==> src/rtl/rrf.sv <==
// Retirement register file: committed arch->phys map, per-lane release of the
// displaced physical register, and the restore map for the rename RAT.
// Optional consistency checker enabled by defining RRF_CHECK_EN (adds dbg_err).

module rrf_lane #(
    parameter int ARF_DEPTH = 32,
    parameter int ARF_IDX   = 5,
    parameter int PRF_DEPTH = 64,
    parameter int PRF_IDX   = 6
) (
    input  logic                                 active,
    input  logic [ARF_IDX-1:0]                   rd_arch,
    input  logic [PRF_IDX-1:0]                   rd_phy,
    input  logic [ARF_DEPTH-1:0][PRF_IDX-1:0]    map_in,
    output logic [ARF_DEPTH-1:0][PRF_IDX-1:0]    map_out,
    output logic                                 free_valid,
    output logic [PRF_IDX-1:0]                   free_phy
`ifdef RRF_CHECK_EN
    ,
    input  logic [PRF_DEPTH-1:0]                 mapped_in,
    output logic [PRF_DEPTH-1:0]                 mapped_out,
    output logic                                 err
`endif
);
    logic [PRF_IDX-1:0] old;

    assign old = map_in[rd_arch];

    always_comb begin
        map_out    = map_in;
        free_valid = 1'b0;
        free_phy   = '0;
        if (active) begin
            free_valid       = 1'b1;
            free_phy         = old;
            map_out[rd_arch] = rd_phy;
        end
    end

`ifdef RRF_CHECK_EN
    // A new destination must be unmapped and the displaced one must be mapped.
    always_comb begin
        mapped_out = mapped_in;
        err        = 1'b0;
        if (active) begin
            err                = mapped_in[rd_phy] | ~mapped_in[old];
            mapped_out[old]    = 1'b0;
            mapped_out[rd_phy] = 1'b1;
        end
    end
`endif

endmodule

module rrf #(
    parameter int ID_WIDTH  = 2,
    parameter int ARF_DEPTH = 32,
    parameter int ARF_IDX   = 5,
    parameter int PRF_DEPTH = 64,
    parameter int PRF_IDX   = 6
) (
    input  logic                                 clk,
    input  logic                                 rst,
    input  logic [ID_WIDTH-1:0]                  commit_valid,
    input  logic [ID_WIDTH-1:0][PRF_IDX-1:0]     commit_rd_phy,
    input  logic [ID_WIDTH-1:0][ARF_IDX-1:0]     commit_rd_arch,
    input  logic                                 backend_flush,
    output logic [ID_WIDTH-1:0]                  free_valid,
    output logic [ID_WIDTH-1:0][PRF_IDX-1:0]     free_phy,
    output logic [ARF_DEPTH-1:0][PRF_IDX-1:0]    restore_map
`ifdef RRF_CHECK_EN
    ,
    output logic                                 dbg_err
`endif
);
    logic [ARF_DEPTH-1:0][PRF_IDX-1:0] map_q;
    logic [ARF_DEPTH-1:0][PRF_IDX-1:0] map_chain [ID_WIDTH+1];
    logic [ID_WIDTH-1:0]               lane_active;

    // Flush never touches committed state; reset discards any in-flight commit.
    logic flush_unused;
    assign flush_unused = backend_flush;

    assign map_chain[0] = map_q;

`ifdef RRF_CHECK_EN
    logic [PRF_DEPTH-1:0] mapped_q;
    logic [PRF_DEPTH-1:0] mapped_chain [ID_WIDTH+1];
    logic [ID_WIDTH-1:0]  lane_err;

    assign mapped_chain[0] = mapped_q;
`endif

    for (genvar i = 0; i < ID_WIDTH; i++) begin : g_lane
        assign lane_active[i] = ~rst & commit_valid[i] & (commit_rd_arch[i] != '0);

        rrf_lane #(
            .ARF_DEPTH (ARF_DEPTH),
            .ARF_IDX   (ARF_IDX),
            .PRF_DEPTH (PRF_DEPTH),
            .PRF_IDX   (PRF_IDX)
        ) u_lane (
            .active     (lane_active[i]),
            .rd_arch    (commit_rd_arch[i]),
            .rd_phy     (commit_rd_phy[i]),
            .map_in     (map_chain[i]),
            .map_out    (map_chain[i+1]),
            .free_valid (free_valid[i]),
            .free_phy   (free_phy[i])
`ifdef RRF_CHECK_EN
            ,
            .mapped_in  (mapped_chain[i]),
            .mapped_out (mapped_chain[i+1]),
            .err        (lane_err[i])
`endif
        );
    end

    assign restore_map = map_chain[ID_WIDTH];

    always_ff @(posedge clk or posedge rst) begin
        if (rst) begin
            for (int i = 0; i < ARF_DEPTH; i++)
                map_q[i] <= PRF_IDX'(i);
        end else begin
            map_q <= map_chain[ID_WIDTH];
        end
    end

`ifdef RRF_CHECK_EN
    always_ff @(posedge clk or posedge rst) begin
        if (rst) begin
            for (int i = 0; i < PRF_DEPTH; i++)
                mapped_q[i] <= (i < ARF_DEPTH);
            dbg_err <= 1'b0;
        end else begin
            mapped_q <= mapped_chain[ID_WIDTH];
            dbg_err  <= dbg_err | (|lane_err);
`ifndef SYNTHESIS
            if (|lane_err)
                $error("rrf: inconsistent commit, lane_err=%b", lane_err);
`endif
        end
    end
`endif

endmodule
==> config.mk <==
export PLATFORM = sky130hd
export DESIGN_NAME = rrf
export DESIGN_NICKNAME = d
export VERILOG_FILES = /design/src/rtl/rrf.sv
export SDC_FILE = /design/constraint.sdc
export NUM_CORES = 1
export LEC_CHECK = 0
export CORE_MARGIN = 2
export CORE_UTILIZATION = 49
export CTS_CLUSTER_SIZE = 25
export DETAILED_ROUTE_END_ITERATION = 10
export MAX_ROUTING_LAYER = met4
export PLACE_DENSITY = 0.75
export SYNTH_ARGS = -nofsm -noshare
export SYNTH_HDL_FRONTEND = slang
export SYNTH_SLANG_ARGS = --single-unit
export TNS_END_PERCENT = 100
==> constraint.sdc <==
create_clock -name clk -period 10.9 [get_ports clk]
set_input_delay 2.18 -clock clk [delete_from_list [all_inputs] [get_ports clk]]
set_output_delay 2.18 -clock clk [all_outputs]
set_load 0.01 [all_outputs]
==> results.yml, run 1 <==
sta:
  tns_ns: 0
  slew_violations: 0
  rsz0062_at_grt: "no"
  worst_hold_slack_ns: 0.421
  worstMarginPinSlew_ns: 1.44
  finalSetupViolCount: 0
  hold_viol_final: 0
  post-route-period-util_pct: 82.5
  skew_ns: 0
  max_freq_ghz: 0.111
  min_period_ns: 8.99
  maxSlewHeadroom_pct: 3.76
placed_design:
  place.gp.congestion: 1.00
  place_hpwl_um: 36000
  placement.io_buffers: 231
synth:
  syn_avg_cell_area_um2: 9.54
  synth_area_um2: 12700
  ys_warn_count: 0
  mappedNetlistNets: 1362
  ys.flop_type: "dfrtp_1"
  ys_ff_latch: 192
  synthesis.instances: 1335
  seq_area_frac_synth_pct: 38.5
  ys_types: 67
  synth-edff-count: 0
  ys_async_sr_fraction_pct: 100
clock_network:
  numCtsBuffers: 17
  cts.sink_count: 192
  post_cts_buffers: 0
  insertion_delay_ns: 0.45
  clockRootBuffer: "clkbuf_16"
  ctsResizeCount: 0
  hold_buffers: 0
  clk_pin_slew_ns: 0.08
  h-tree-depth: 4
  cts_tree: "done"
  cts_max_path_buffers: 2
run:
  cap_violations: 0
global_route:
  grt_max_degree: 75
  grt.total_usage_pct: 39.1
  grt_overflow: 0
  grt_first_pass_wirelength_um: 75200
  first_global_vias: 11890
  antenna_found_initial: 2
routing:
  firstDrtPassIters: 9
  wl_per_cell_um: 28.4
  route.detailed.drc: 0
  drtIter0Drc: 1852
  ant_nets: 0
  drt_wl_total_um: 51700
  routed-via-count: 12367
  via_per_inst: 6.78
layout:
  drive_gt1_share_pct: 15.7
  fin_util_pct: 61.0
  mostFrequentLayoutCells: "clkdlybuf4s50_1, nor2_1, mux2i_1, a21oi_1, dfrtp_1"
  n_fill_cell: 2144
  area_growth_pct: 23.4
  final_common_cell: "clkdlybuf4s50_1"
  largest_reg_flops: 192
  multi_input_area_um2: 7280
  nets: 1500
  regArea_um2: 4900
setup_path:
  cp_slowest_cell: "nor2_1"
  start_kind: "input port"
  crit_chain: "clkdlybuf4s50_1 > buf_4 > nand2_1 > nor2_1 > nand2_1 > a21oi_1 > clkdlybuf4s50_1"
  crit_arrival_ns: 6.81
  cp-end-kind: "output pin"
  crit_fanout: 32
  critPathRequiredTime_ns: 8.72
  criticalPathCategory: "in2out"
  cp_slowest_stage_delay_ns: 1.15
outcome:
  status: "completed"
pwr:
  p_leak_nw: 6.89
  worst_ir_drop_vdd_v: 0.000108
  p_per_area_nw_per_um2: 188
floorplan:
  core_area_um2: 25800
  die_w_um: 165
  die_h_um: 165
  rows: 59
  start_util_pct: 49.5
  ios: 233
  die_area_um2: 27300
hold_path:
  min_path_type: "reg2reg"
## routing by layer
metal  part of all wire (%)  track usage (%)  vias up
met3                     12             9.62      191
met5                      0                -        -
met1                     38             51.0     6028
met2                     45             57.9      965
li1                       -                -     5183
met4                    5.5             17.7        0
## worst paths after layout
path | startpoint | end | slack [ns] | cells after the start
worst max register to register | map_chain[572]$_DFF_PP1_ | map_chain[572]$_DFF_PP1_ | 9.48 | 3
min in group asynchronous | rst | map_chain[388]$_DFF_PP0_ | 2.49 | 2
worst min register to register | map_chain[387]$_DFF_PP0_ | map_chain[387]$_DFF_PP0_ | 0.42 | 0
max in group asynchronous | rst | map_chain[551]$_DFF_PP0_ | 7.02 | 3
worst min-delay path | map_chain[387]$_DFF_PP0_ | map_chain[387]$_DFF_PP0_ | 0.42 | 0
worst max-delay path | commit_rd_arch[5] | restore_map[58] | 1.91 | 7
## power by group
part | leakage (nW) | internal (mW) | switching (mW)
registers | 2.23 | 0.951 | 0.113
clock network | 0.289 | 0.328 | 0.330
logic | 4.37 | 0.594 | 0.636
## stage by stage
| step | cell area (µm²) | setup WS (ns) | std cells | total power [mW] |
|---|---|---|---|---|
| finish | 15700 | 1.91 | 1824 | 2.95 |
| global route | 15700 | 1.99 | 1823 | 3.06 |
| CTS | 15700 | 2.31 | 1821 | 2.93 |
| detailed placement | 15100 | 2.31 | 1789 | 2.27 |
| global placement | 15100 | 2.31 | 1789 | 2.25 |
| floorplan | 12700 | 0.574 | 1335 | 1.64 |
## cell families after synthesis
family | count (synthesis) | synth area share, %
AO/OA/AOI/OAI | 333 | 15.8
XOR/XNOR | 2 | 0.137
buffers and inverters | 144 | 4.60
flip-flops | 192 | 38.5
multiplexers | 282 | 27.3
AND/OR/NAND/NOR | 382 | 13.7
## final cells by class
class / count / share of cell area (%)
sequential: 192 / 31.2
clock buffer: 17 / 2.71
multi-input combinational: 999 / 46.3
inverter: 7 / 0.199
timing repair buffer: 256 / 15.8
tap: 335 / 2.67
antenna: 3 / 0.0477
clock inverter: 15 / 1.11
## critical path: cells and delay by family
family | cells | cell delay (ns)
compound gates | 1 | 0.52
simple gates | 3 | 2.02
buf+inv | 3 | 2.07
## synth_stat cells, types with 12 or more instances
cell type | number | area (µm²)
nand2_1 | 64 | 240
nor3_1 | 17 | 85.1
o21ai_0 | 19 | 95.1
nor2_1 | 223 | 837
clkbuf_1 | 105 | 394
buf_2 | 21 | 105
dfstp_2 | 80 | 2100
nand3_1 | 16 | 80.1
a31oi_1 | 15 | 93.8
mux4_2 | 52 | 1170
a21oi_1 | 197 | 986
a22oi_1 | 18 | 135
a221oi_1 | 14 | 123
mux2i_1 | 221 | 2210
nand2_2 | 12 | 75.1
dfrtp_1 | 112 | 2800
No activity file was read; power rests on OpenSTA's default activity.
==> run 2, diff against run 1 <==
Settings changed: PLACE_DENSITY 0.75 to 0.78.
Clock period 10.9 ns to 7.6 ns, I/O delays scaled along.
==> run 2 against run 1 <==
Against the previous run:
- via count increased by 1.7%
- power up 45%
- setup slack worse by 1.3 ns
- worst hold slack got worse by 0.0048 ns
- clock-buffer cell count up 1
- critical path type unchanged
- combinational power grew 45%
- cell area grew 2.3%
- sequential power is 43% higher
- sequential share of layout area is 0.69 points lower
==> results.yml, run 2 (same netlist as run 1, synthesis figures left out) <==
setup_path:
  criticalPathCategory: "in2out"
  crit_chain: "clkdlybuf4s50_1 > buf_4 > nor3b_1 > buf_4 > nand2_2 > mux2i_1 > mux2i_1 > a2111oi_0 > a211oi_1 > o2111a_1 > clkdlybuf4s50_1"
  reg2reg_from: "map_chain[572]$_DFF_PP1_"
  r2r_cells: 3
  reg2reg_slack_ns: 6.25
  cp_slowest_cell: "a2111oi_0"
  crit_fanout: 10
  cp-end-kind: "output pin"
  critPathRequiredTime_ns: 6.08
  crit_arrival_ns: 5.51
  cp_slowest_stage_delay_ns: 0.82
  start_kind: "input port"
  r2r_end: "map_chain[572]$_DFF_PP1_"
layout:
  area_growth_pct: 26.2
  nets: 1547
  largest_reg_flops: 192
  drive_gt1_share_pct: 17.9
  fin_util_pct: 62.4
  mostFrequentLayoutCells: "clkdlybuf4s50_1, nor2_1, mux2i_1, a21oi_1, dfrtp_1"
  final_common_cell: "clkdlybuf4s50_1"
outcome:
  status: "completed"
pwr:
  sequentialPowerShare_pct: 35.7
  power_frac_clock_pct: 22.5
  p_per_area_nw_per_um2: 265
  netSwitchingFraction_pct: 36.1
  worst_ir_drop_vdd_v: 0.000181
  internal-power_mw: 2.72
  power.switching_mw: 1.54
  p_leak_nw: 7.12
  power_frac_comb_pct: 41.8
global_route:
  first_global_vias: 12231
  grt_overflow: 0
  grt.total_usage_pct: 40.2
  grt_first_pass_wirelength_um: 77500
  grt_max_degree: 195
  antenna_found_initial: 2
hold_path:
  min_path_type: "reg2reg"
  hp-start: "map_chain[386]$_DFF_PP0_"
  holdPathStages: 0
  min_to: "map_chain[386]$_DFF_PP0_"
routing:
  drtIter0Drc: 1938
  drt_wl_total_um: 52800
  wl_per_cell_um: 28.2
  firstDrtPassIters: 7
  via_per_inst: 6.72
  routed-via-count: 12581
  route.detailed.drc: 0
  ant_nets: 0
clock_network:
  numCtsBuffers: 17
  insertion_delay_ns: 0.44
  post_cts_buffers: 0
  cts_max_path_buffers: 2
  cts_tree: "done"
  clockRootBuffer: "clkbuf_16"
  ctsResizeCount: 0
  cts.sink_count: 192
  hold_buffers: 0
  clk_pin_slew_ns: 0.08
  h-tree-depth: 4
floorplan:
  start_util_pct: 49.5
  die_h_um: 165
  rows: 59
  die_w_um: 165
  die_area_um2: 27300
  ios: 233
  core_area_um2: 25800
sta:
  hold_viol_final: 0
  post-route-period-util_pct: 92.5
  finalSetupViolCount: 0
  worst_hold_slack_ns: 0.416
  min_period_ns: 7.03
  slew_violations: 0
  rsz0062_at_grt: "no"
  maxSlewHeadroom_pct: 17.7
  worstMarginPinSlew_ns: 1.23
  max_freq_ghz: 0.142
  skew_ns: 0
  tns_ns: 0
placed_design:
  place_hpwl_um: 37000
  place.gp.congestion: 1.02
  placement.io_buffers: 231
run:
  cap_violations: 0
[run 2: cell count changes in the layout (fill, tap and decap cells not counted), moves of 2 or more]
| cell | previous run | this run |
|---|---|---|
| buf_4 | 26 | 71 |
| clkinv_4 | 6 | 3 |
| buf_12 | 0 | 2 |
| clkinv_8 | 2 | 0 |
| nor3_1 | 15 | 17 |
| nor3_2 | 3 | 1 |
| nor3b_1 | 2 | 4 |
| nor3b_2 | 2 | 0 |
[run 2: routing by layer]
layer | part of all wire (%) | GRT usage [%] | vias up
li1 | - | - | 5270
met1 | 38 | 52.9 | 6128
met2 | 45 | 60.9 | 1014
met3 | 12 | 8.64 | 169
met4 | 4.7 | 15.8 | 0
met5 | 0 | - | -
[run 2: layout make-up]
type,count,area (µm²)
Tap cell,335,419
Fill cell,2114,9680
Clock inverter,14,170
Inverter,7,30.0
Multi-Input combinational cell,999,7260
Clock buffer,18,429
Timing Repair Buffer,303,2860
Sequential cell,192,4900
Antenna cell,3,7.51
[run 2: power by group through the flow]
stage                     clock, mW  combinational (mW)  sequential (mW)
final                         0.959                1.78             1.52
after global routing          0.992                1.87             1.55
after CTS                     0.953                1.75             1.52
after detailed placement          0                1.74             1.53
after global placement            0                1.72             1.52
after floorplan                   0               0.886             1.47
[run 2: worst max-delay path by stage]
| stage | from | endpoint | slack [ns] | cells after the start |
|---|---|---|---|---|
| final | commit_rd_arch[2] | free_phy[10] | 0.57 | 11 |
| after global routing | rst | free_phy[10] | 0.43 | 10 |
| after CTS | commit_rd_arch[3] | free_phy[9] | 0.74 | 10 |
| after detailed placement | commit_rd_arch[3] | free_phy[9] | 0.76 | 10 |
| after global placement | commit_rd_arch[3] | free_phy[9] | 0.79 | 10 |
| after floorplan | rst | restore_map[170] | 0.35 | 8 |
[run 2: critical path: cells and delay by family]
kind | cells | cell delay [ns]
compound gates | 3 | 1.25
buf+inv | 4 | 1.76
mux | 2 | 0.48
simple gates | 2 | 0.49
[run 2: stage by stage]
stage	instances	power (mW)	setup slack, ns	instance area, µm²
after global routing	1870	4.42	0.427	16100
after global placement	1836	3.24	0.795	15500
after CTS	1868	4.23	0.743	16100
after floorplan	1335	2.36	0.349	12700
after detailed placement	1836	3.27	0.762	15500
final	1871	4.27	0.566	16100
==> run 3, diff against run 2 <==
Settings changed: SYNTH_HIERARCHICAL set to 1.
==> run 3 against run 2 <==
Against the previous run:
- synthesized area rose by 6.3%
- non-clock buffer count fell by 46
- clock-buffer cell count fell by 1
- die area rose by 6.2%
- sequential power fell by 6%
- critical endpoint is now free_phy[6]
- largest power group unchanged
==> results.yml, run 3 <==
sta:
  slew_violations: 0
  rsz0062_at_grt: "no"
  worstMarginPinSlew_ns: 1.32
  worst_slack_ns: 0.433
  hold_viol_final: 0
  max_freq_ghz: 0.140
  min_period_ns: 7.17
  skew_ns: 0
  finalSetupViolCount: 0
  post-route-period-util_pct: 94.3
  tns_ns: 0
  maxSlewHeadroom_pct: 11.6
routing:
  route.detailed.drc: 0
  drt_wl_total_um: 51800
  firstDrtPassIters: 5
  routed-via-count: 11242
  ant_nets: 0
  drtIter0Drc: 1371
  wl_per_cell_um: 31.1
  via_per_inst: 6.75
run:
  cap_violations: 0
clock_network:
  cts_max_path_buffers: 2
  clockRootBuffer: "clkbuf_16"
  insertion_delay_ns: 0.45
  clk_pin_slew_ns: 0.08
  post_cts_buffers: 0
  cts.sink_count: 192
  ctsResizeCount: 0
  h-tree-depth: 4
  numCtsBuffers: 17
  hold_buffers: 0
  cts_tree: "done"
placed_design:
  dp.cells: 1633
  placement.io_buffers: 231
  dp_slack_ns: 0.653
  place_hpwl_um: 37600
  place.gp.congestion: 1.01
synth:
  synth-edff-count: 0
  syn_avg_cell_area_um2: 12.0
  ys_async_sr_fraction_pct: 100
  synth_top_area_cell: "mux2_2"
  synth_area_um2: 13500
  synthesis.instances: 1126
  synth_most_common_cell: "mux2_2"
  synth_top_area_share_pct: 31.9
  mappedNetlistNets: 1153
  synth_area_leaders: "mux2_2, dfrtp_1, dfstp_2, mux2i_1, o22ai_1"
  ys_types: 40
  ys_top_cells_by_count: "mux2_2, mux2i_1, dfrtp_1"
  seq_area_frac_synth_pct: 36.2
  ys_warn_count: 6
  ys_ff_latch: 192
  ys.flop_type: "dfrtp_1"
pwr:
  p_per_area_nw_per_um2: 248
  finalPower_mw: 4.14
  worst_ir_drop_vdd_v: 0.000136
  p_leak_nw: 6.86
setup_path:
  cp-end-kind: "output pin"
  criticalPathCategory: "in2out"
  critPathRequiredTime_ns: 6.08
  crit_chain: "clkdlybuf4s50_1 > or3_1 > o311a_1 > nand2_1 > or2_2 > nor3_4 > mux2_2 > mux2i_1 > o22ai_1 > nor4_1 > a21boi_1 > clkdlybuf4s50_1"
  path_common_cell: "clkdlybuf4s50_1"
  crit_arrival_ns: 5.65
  path_delay_family: "simple AND/OR/NAND/NOR gates"
  cp_slowest_cell: "nor4_1"
  cp_num_buf_inv: 2
  start_kind: "input port"
  cp_slowest_stage_delay_ns: 0.55
  crit_fanout: 14
layout:
  largest_reg_flops: 192
  final_common_cell: "mux2_2"
  nets: 1338
  num_antenna_cells: 0
  stdcell_count: 1665
  drive_gt1_share_pct: 44.2
  fin_util_pct: 61.7
  mostFrequentLayoutCells: "mux2_2, clkdlybuf4s50_1, mux2i_1, dfrtp_1, o22ai_1"
  area_growth_pct: 23.0
floorplan:
  ios: 233
  die_area_um2: 29000
  die_w_um: 170
  rows: 60
  start_util_pct: 50.1
  die_h_um: 170
  core_area_um2: 27000
global_route:
  grt_overflow: 0
  first_global_vias: 11121
  grt_max_degree: 105
  grt_first_pass_wirelength_um: 74500
  grt.total_usage_pct: 36.5
  antenna_found_initial: 0
hold_path:
  min_path_type: "reg2reg"
outcome:
  status: "completed"
[run 3: worst paths after layout]
path / startpoint / end / slack, ns / cells past startpoint
max reg2reg: map_chain[386]$_DFF_PP0_ / map_chain[386]$_DFF_PP0_ / 6.47 / 2
min: map_chain[405]$_DFF_PP0_ / map_chain[405]$_DFF_PP0_ / 0.68 / 2
max: commit_rd_arch[3] / free_phy[6] / 0.43 / 12
min in group asynchronous: rst / map_chain[395]$_DFF_PP0_ / 1.69 / 3
min reg2reg: map_chain[405]$_DFF_PP0_ / map_chain[405]$_DFF_PP0_ / 0.68 / 2
max in group asynchronous: rst / map_chain[454]$_DFF_PP0_ / 4.45 / 4
[run 3: worst reg2reg max path: cells and delay by family, from the launching register on]
family  cells  cell delay (ns)
flops       1             0.39
mux         2             0.62
[run 3: routing by layer]
metal / GRT usage [%] / part of all wire (%) / vias up
met5: - / 0 / -
met4: 14.3 / 4.0 / 0
met3: 5.86 / 8.6 / 114
met2: 56.3 / 46 / 687
met1: 48.4 / 41 / 5744
li1: - / - / 4697
[run 3: cell type report]
class / count / area [µm²]
Timing Repair Buffer: 257 / 2500
Tap cell: 341 / 427
Multi-Input combinational cell: 842 / 8230
Sequential cell: 192 / 4900
Fill cell: 2159 / 10400
Clock buffer: 17 / 425
Inverter: 1 / 7.51
Clock inverter: 15 / 171
[run 3: cells by family after synthesis]
| logic type | share of synthesized area [%] |
|---|---|
| DFF | 36.2 |
| AOI/OAI and AO/OA | 5.29 |
| and+or+nand+nor | 9.02 |
| muxes | 46.1 |
| buffers and inverters | 3.38 |
[run 3: where the power goes]
group          total, mW  internal [mW]  switching (mW)
sequential          1.43           1.31           0.113
clock              0.945          0.471           0.474
combinational       1.77          0.897           0.870
[run 3: metrics by stage]
step                hold WS [ns]  instance area, µm²
finish                     0.678               16700
floorplan                  0.677               13600
global placement           0.653               16100
global route               0.700               16700
detailed placement         0.658               16100
CTS                        0.677               16700
